### config.mk
export PLATFORM = sky130hd
export DESIGN_NAME = note_recorder
export DESIGN_NICKNAME = d
export VERILOG_FILES = /design/src/rtl/note_recorder.sv
export SDC_FILE = /design/constraint.sdc
export NUM_CORES = 2
export LEC_CHECK = 0
export ABC_CLOCK_PERIOD_IN_PS = 13800
export CAP_MARGIN = 15
export CORE_ASPECT_RATIO = 1.25
export CORE_MARGIN = 5
export CORE_UTILIZATION = 55
export CTS_CLUSTER_SIZE = 24
export DETAILED_ROUTE_END_ITERATION = 10
export PLACE_DENSITY_LB_ADDON = 0.12
export SLEW_MARGIN = 20
export SYNTH_ARGS = -nofsm -noshare
export SYNTH_HDL_FRONTEND = slang
export SYNTH_SLANG_ARGS = --single-unit
### constraint.sdc
create_clock -name ext_clk_25m -period 13.8 [get_ports ext_clk_25m]
set_clock_uncertainty 0.05 [all_clocks]
set_input_delay 3.45 -clock ext_clk_25m [delete_from_list [all_inputs] [get_ports ext_clk_25m]]
set_output_delay 3.45 -clock ext_clk_25m [all_outputs]
set_load 0.01 [all_outputs]
### src/rtl/note_recorder.sv
// note_recorder
// Records keypad note codes as run-length-encoded entries {note, run} on each
// beat_tick, then replays them one entry at a time as a 4-bit code stream for
// the tone player. The replay stream is one input of the player source mux.
//
// Ports:
//   ext_clk_25m  in   system clock (25 MHz)
//   ext_rst_n    in   asynchronous active-low reset
//   beat_tick    in   one-cycle sample/playback strobe (>= 4 clocks apart)
//   note_code    in   live keypad note code, 0 = rest
//   start_rec    in   pulse: begin recording
//   start_play   in   pulse: begin replay
//   stop         in   pulse: end recording or replay
//   loop_en      in   level: replay wraps to entry 0 instead of finishing
//   play_code    out  replayed note code, 0 when not playing
//   rec_len      out  number of valid buffer entries
//   recording    out  high while recording
//   playing      out  high while loading or playing an entry
//   rec_full     out  last recording ended because the buffer filled
//   play_done    out  one-cycle pulse at the non-looped end of replay
module note_recorder #(
    parameter int ADDR_W = 8,
    parameter int RUN_W  = 6
) (
    input  logic              ext_clk_25m,
    input  logic              ext_rst_n,
    input  logic              beat_tick,
    input  logic [3:0]        note_code,
    input  logic              start_rec,
    input  logic              start_play,
    input  logic              stop,
    input  logic              loop_en,
    output logic [3:0]        play_code,
    output logic [ADDR_W:0]   rec_len,
    output logic              recording,
    output logic              playing,
    output logic              rec_full,
    output logic              play_done
);

    localparam int                ENTRY_W = 4 + RUN_W;
    localparam logic [RUN_W-1:0]  MAX_RUN = {RUN_W{1'b1}};
    localparam logic [RUN_W-1:0]  ONE_RUN = RUN_W'(1);
    localparam logic [ADDR_W:0]   DEPTH_L = {1'b1, {ADDR_W{1'b0}}};

    typedef enum logic [1:0] {S_IDLE, S_RECORD, S_LOAD, S_PLAY} state_t;

    state_t              r_state;
    state_t              w_state_nxt;

    logic [ENTRY_W-1:0]  r_mem [0:(1 << ADDR_W)-1];
    logic [ENTRY_W-1:0]  r_rd_data;
    logic [ADDR_W-1:0]   r_wr_ptr;
    logic [ADDR_W-1:0]   r_rd_ptr;
    logic [3:0]          r_cur_note;
    logic [RUN_W-1:0]    r_run_cnt;
    logic                r_run_valid;
    logic [RUN_W-1:0]    r_remain;
    logic [3:0]          r_play_code;
    logic [ADDR_W:0]     r_rec_len;
    logic                r_rec_full;
    logic                r_play_done;

    // Event decode shared by the FSM and the datapath
    logic w_rec_start, w_play_start, w_rec_stop, w_rec_tick;
    logic w_rec_first, w_rec_extend, w_rec_wr_tick, w_rec_fill, w_mem_we;
    logic w_play_stop, w_play_tick, w_run_end, w_has_next;
    logic w_advance, w_wrap, w_finish;
    logic [ADDR_W-1:0] w_rd_ptr_nxt;

    assign w_rec_start   = (r_state == S_IDLE) && start_rec;
    assign w_play_start  = (r_state == S_IDLE) && !start_rec && start_play
                           && (r_rec_len != '0);
    assign w_rec_stop    = (r_state == S_RECORD) && stop;
    // stop takes priority: a tick arriving with stop is never sampled
    assign w_rec_tick    = (r_state == S_RECORD) && !stop && beat_tick;
    assign w_rec_first   = w_rec_tick && !r_run_valid;
    assign w_rec_extend  = w_rec_tick && r_run_valid && (note_code == r_cur_note)
                           && (r_run_cnt != MAX_RUN);
    assign w_rec_wr_tick = w_rec_tick && r_run_valid && !w_rec_extend;
    // Writing the last slot fills the buffer; the note that forced it is dropped
    assign w_rec_fill    = w_rec_wr_tick && (&r_wr_ptr);
    assign w_mem_we      = w_rec_wr_tick || (w_rec_stop && r_run_valid);

    assign w_play_stop   = ((r_state == S_LOAD) || (r_state == S_PLAY)) && stop;
    assign w_play_tick   = (r_state == S_PLAY) && !stop && beat_tick;
    assign w_run_end     = w_play_tick && (r_remain == ONE_RUN);
    assign w_has_next    = ({1'b0, r_rd_ptr} + (ADDR_W+1)'(1)) < r_rec_len;
    assign w_advance     = w_run_end && w_has_next;
    assign w_wrap        = w_run_end && !w_has_next && loop_en;
    assign w_finish      = w_run_end && !w_has_next && !loop_en;

    // The buffer read is registered, so it is addressed with the pointer value
    // that LOAD will see; the entry is then valid during the LOAD cycle.
    always_comb begin
        w_rd_ptr_nxt = r_rd_ptr;
        if (w_play_start || w_wrap)
            w_rd_ptr_nxt = '0;
        else if (w_advance)
            w_rd_ptr_nxt = r_rd_ptr + ADDR_W'(1);
    end

    // State register
    always_ff @(posedge ext_clk_25m or negedge ext_rst_n) begin
        if (!ext_rst_n)
            r_state <= S_IDLE;
        else
            r_state <= w_state_nxt;
    end

    // Next-state logic
    always_comb begin
        w_state_nxt = r_state;
        case (r_state)
            S_IDLE: begin
                if (w_rec_start)
                    w_state_nxt = S_RECORD;
                else if (w_play_start)
                    w_state_nxt = S_LOAD;
            end
            S_RECORD: begin
                if (w_rec_stop || w_rec_fill)
                    w_state_nxt = S_IDLE;
            end
            S_LOAD: begin
                w_state_nxt = stop ? S_IDLE : S_PLAY;
            end
            S_PLAY: begin
                if (w_play_stop || w_finish)
                    w_state_nxt = S_IDLE;
                else if (w_advance || w_wrap)
                    w_state_nxt = S_LOAD;
            end
            default: w_state_nxt = S_IDLE;
        endcase
    end

    // Output logic
    always_comb begin
        recording = (r_state == S_RECORD);
        playing   = (r_state == S_LOAD) || (r_state == S_PLAY);
    end

    assign play_code = r_play_code;
    assign rec_len   = r_rec_len;
    assign rec_full  = r_rec_full;
    assign play_done = r_play_done;

    // Record/replay datapath
    always_ff @(posedge ext_clk_25m or negedge ext_rst_n) begin
        if (!ext_rst_n) begin
            r_wr_ptr    <= '0;
            r_rd_ptr    <= '0;
            r_cur_note  <= '0;
            r_run_cnt   <= '0;
            r_run_valid <= 1'b0;
            r_remain    <= '0;
            r_play_code <= '0;
            r_rec_len   <= '0;
            r_rec_full  <= 1'b0;
            r_play_done <= 1'b0;
        end else begin
            if (w_rec_start) begin
                r_wr_ptr    <= '0;
                r_run_valid <= 1'b0;
                r_rec_full  <= 1'b0;
            end

            if (w_rec_first) begin
                r_cur_note  <= note_code;
                r_run_cnt   <= ONE_RUN;
                r_run_valid <= 1'b1;
            end else if (w_rec_extend) begin
                r_run_cnt   <= r_run_cnt + ONE_RUN;
            end else if (w_rec_wr_tick) begin
                r_wr_ptr    <= r_wr_ptr + ADDR_W'(1);
                r_cur_note  <= note_code;
                r_run_cnt   <= ONE_RUN;
            end

            if (w_rec_fill) begin
                r_rec_len  <= DEPTH_L;
                r_rec_full <= 1'b1;
            end else if (w_rec_stop) begin
                r_rec_len  <= {1'b0, r_wr_ptr} + {{ADDR_W{1'b0}}, r_run_valid};
            end

            r_rd_ptr    <= w_rd_ptr_nxt;
            r_play_done <= w_finish;

            if ((r_state == S_LOAD) && !stop) begin
                r_play_code <= r_rd_data[ENTRY_W-1 -: 4];
                r_remain    <= r_rd_data[RUN_W-1:0];
            end else if (w_play_stop || w_finish) begin
                r_play_code <= '0;
            end else if (w_play_tick && (r_remain > ONE_RUN)) begin
                r_remain    <= r_remain - ONE_RUN;
            end
        end
    end

    // Entry buffer: synchronous write, registered read, contents never reset
    always_ff @(posedge ext_clk_25m) begin
        if (w_mem_we)
            r_mem[r_wr_ptr] <= {r_cur_note, r_run_cnt};
        r_rd_data <= r_mem[w_rd_ptr_nxt];
    end

endmodule

==> summary.txt <==
Detailed routing
  – Post-route DRC: 0
  – Initial detailed-routing violation count: 12,000
  – Drt pass-1 iters: 8
  – Average wire per standard cell: 36.0 um
  – Final wirelength: 359,000 um
  – ANT nets after route: 0
  – Vias: 70,500
  – Via-to-Cell Ratio: 7.07

Placed design
  – Final HPWL DP: 206,000 um
  – Port Buffers: 27
  – Placed Cells: 9,526
  – GPL Wtd Cong: 0.924

Global route
  – GR Util All Layers: 35.4%
  – Largest net degree at the start of global routing: 211
  – Initial antenna violation count: 20
  – Remaining global-route overflow: 0
  – First-pass GRT wire length: 502,000 um
  – Vias in the first global route: 66,400

Power
  – Leakage: 38.1 nW
  – Clock power frac: 34.1%
  – Pwr dens: 165 nW/um^2
  – VDD IR max: 150 uV
  – Internal power: 13.5 mW
  – Switching Fraction: 29.0%
  – Combinational power share: 16.2%
  – Sw power: 5.51 mW
  – Seq pwr share: 49.7%

Setup path
  – Crit path from: stop
  – Critical R2R Launch: r_rd_ptr[0]
  – CP arrival: 9880 ps
  – Reg2Reg Capture Point: r_rd_data[3]
  – Crit Path Category: in2reg
  – CP Capture Type: register
  – CP startpoint kind: primary input
  – Worst setup path endpoint: r_rd_data[3]
  – Crit path cell chain: clkdlybuf4s50_1 > and4b_1 > nand3_2 > a221o_1 > a22o_4 > nand2_8 > inv_8 > buf_4 > mux2i_1 > a221oi_1 > nor4_1 > a311oi_1 > nor4_1 > o32ai_1
  – CP dominant cell by count: nor4_1
  – FF-to-FF path depth: 18
  – Internal reg-to-reg setup slack: 5400 ps
  – Worst EP required: 14,480 ps
  – CP max stage cell: nor4_1
  – Max incr delay on CP: 850 ps
  – Crit-path max FO: 109

Clocking
  – CTS root buf: clkbuf_16
  – Total CTS buffers: 239
  – Setup repair bufs after CTS: 0
  – Post-cts hold buffer count: 0
  – CTS tree: done
  – Max clock buf depth: 3
  – Clk pin slew, worst setup/hold paths: 60 ps
  – CTS sink count: 2,620
  – H-Tree Depth: 4
  – Clk_lat worst skew: 920 ps
  – CTS resizes: 0

Hold path
  – Worst hold path type: reg2reg
  – Hold Path Stages: 1

Timing
  – Worst slew pin tran: 1310 ps
  – Slew headroom: 11.4%
  – Max Freq: 109 MHz
  – Crit path time final: 9200 ps
  – Final setup violation count: 0
  – Setup_tns: 0 ps
  – Crit share post-route: 66.7%
  – Count of final hold-check violations: 0
  – RSZ-0062 raised after global routing: false
  – Final Max Tran Viols: 0

Floorplanning
  – Die X: 400 um
  – Die outline height: 497 um
  – I/O pin count: 28
  – Std-Cell Rows: 178
  – Core area: 188,000 um^2
  – Die area: 199,000 um^2
  – Initial Util: 55.4%

Synth
  – Adder-Cell Fraction of Synth Area: 0.216%
  – Post-synth EDFFs: 2,560
  – Top cells by area, synth: edfxtp_1 (74%), nand2_1 (3.1%), nand3_1 (2.4%)
  – Count leader, synth: edfxtp_1
  – Synth cell count leaders: edfxtp_1 (2,560), nand2_1 (858), nand3_1 (493)
  – Yosys cell types: 103
  – Post-Synth XOR/XNOR Area: 0.242%
  – Yosys warning total: 0
  – Mapped cell area: 104,000 um^2
  – Post-synthesis compound-gate area fraction: 10.4%
  – Ys flop type: edfxtp_1
  – Combinational family with the most area after synthesis: compound AO/OA/AOI/OAI gates
  – Simple-gate share of the synthesized area: 10.2%
  – Yosys top cell by area: edfxtp_1
  – Yosys top cell area share: 73.6%
  – Yosys reg bits: 2,620
  – Async SR Flop Fraction: 1.91%
  – Mean Syn Cell Area: 14.3 um^2
  – Seq/Total Area, Yosys: 75.0%
  – Syn_nets: 7,322
  – Synth Instances: 7,293
  – Mux contribution to synthesized area: 1.08%

Job
  – Maxcap violations: 0

Cells and area
  – Finished Layout Cells: 9,972
  – Nets: 7,279
  – Layout cell share with drive strength beyond 1: 10.6%
  – Area delta synth->final: 10.6%

Run status
  – Run status: complete, no violations
## power groups by stage
stage          combinational, mW  clock (mW)  sequential, mW
2_1_floorplan               1.49           0            9.86
3_3_place_gp                2.90           0            9.60
3_5_place_dp                2.95           0            9.61
4_1_cts                     2.96        6.48            9.44
5_1_grt                     3.17        6.82            9.45
6_report                    3.07        6.48            9.44
## worst max-delay path, delay by kind of cell
| family | cells | cell delay [ps] |
|---|---|---|
| and+or+nand+nor | 5 | 2080 |
| buffers and inverters | 3 | 2070 |
| AOI/OAI and AO/OA | 5 | 1790 |
| muxes | 1 | 270 |
## final cells by class
cell class / instances / area [um^2]
multi-input combinational: 4069 / 23600
antenna: 14 / 35.0
inverter: 28 / 130
timing repair buffer: 292 / 2610
clock buffer: 310 / 6420
tap: 2520 / 3150
clock inverter: 119 / 1100
sequential: 2620 / 78400
fill: 14100 / 73000
## worst min-delay path by stage
stage,endpoint,from,slack (ps)
after global placement,rec_full,rec_full,420
after detailed placement,rec_full,rec_full,430
final,rec_full,rec_full,440
after floorplan,r_remain[0],r_rd_data[0],360
after global routing,rec_full,rec_full,450
after CTS,rec_full,rec_full,440
## routing by layer
layer / wire length (um) / track usage [%]
met5: 108 / 0
met4: 25700 / 20.6
met3: 47300 / 10.1
met2: 161000 / 52.9
met1: 125000 / 46.8
## layout by cell type (no fill, tap or decap), drive strengths merged, types with 179 or more instances in the layout
| cell | n |
|---|---|
| nand2 | 862 |
| edfxtp | 2560 |
| nand3 | 496 |
| o21ai | 341 |
| nor3 | 201 |
| o22ai | 210 |
| clkbuf | 310 |
| buf | 266 |
| o221ai | 179 |
| nor2 | 485 |
## through the flow
stage	hold WS (ps)	total power [mW]	instance area (um^2)	worst slack [ps]	util (%)
after CTS	441	18.9	115000	4890	61.1
after global placement	418	12.5	108000	4070	57.1
final	436	19.0	115000	4600	61.3
after floorplan	360	11.4	104000	7320	-
after global routing	452	19.4	115000	4590	61.2
after detailed placement	427	12.6	108000	3960	57.1
## sequential cells by signal, indices dropped and copies added, names as in the netlist, 6 cells and up
name / cells
rec_len: 9
r_rd_ptr: 8
r_wr_ptr: 8
r_remain: 6
r_mem: 2560
r_run_cnt: 6
r_rd_data: 10
## cells by family after synthesis
| family | Yosys count |
|---|---|
| XOR/XNOR | 28 |
| adder cells (fa/ha/maj) | 18 |
| AO/OA/AOI/OAI | 1548 |
| multiplexers | 110 |
| AND/OR/NAND/NOR | 2365 |
| flip-flops | 2620 |
| buffers and inverters | 604 |
Power figures use the tool's default switching activity.
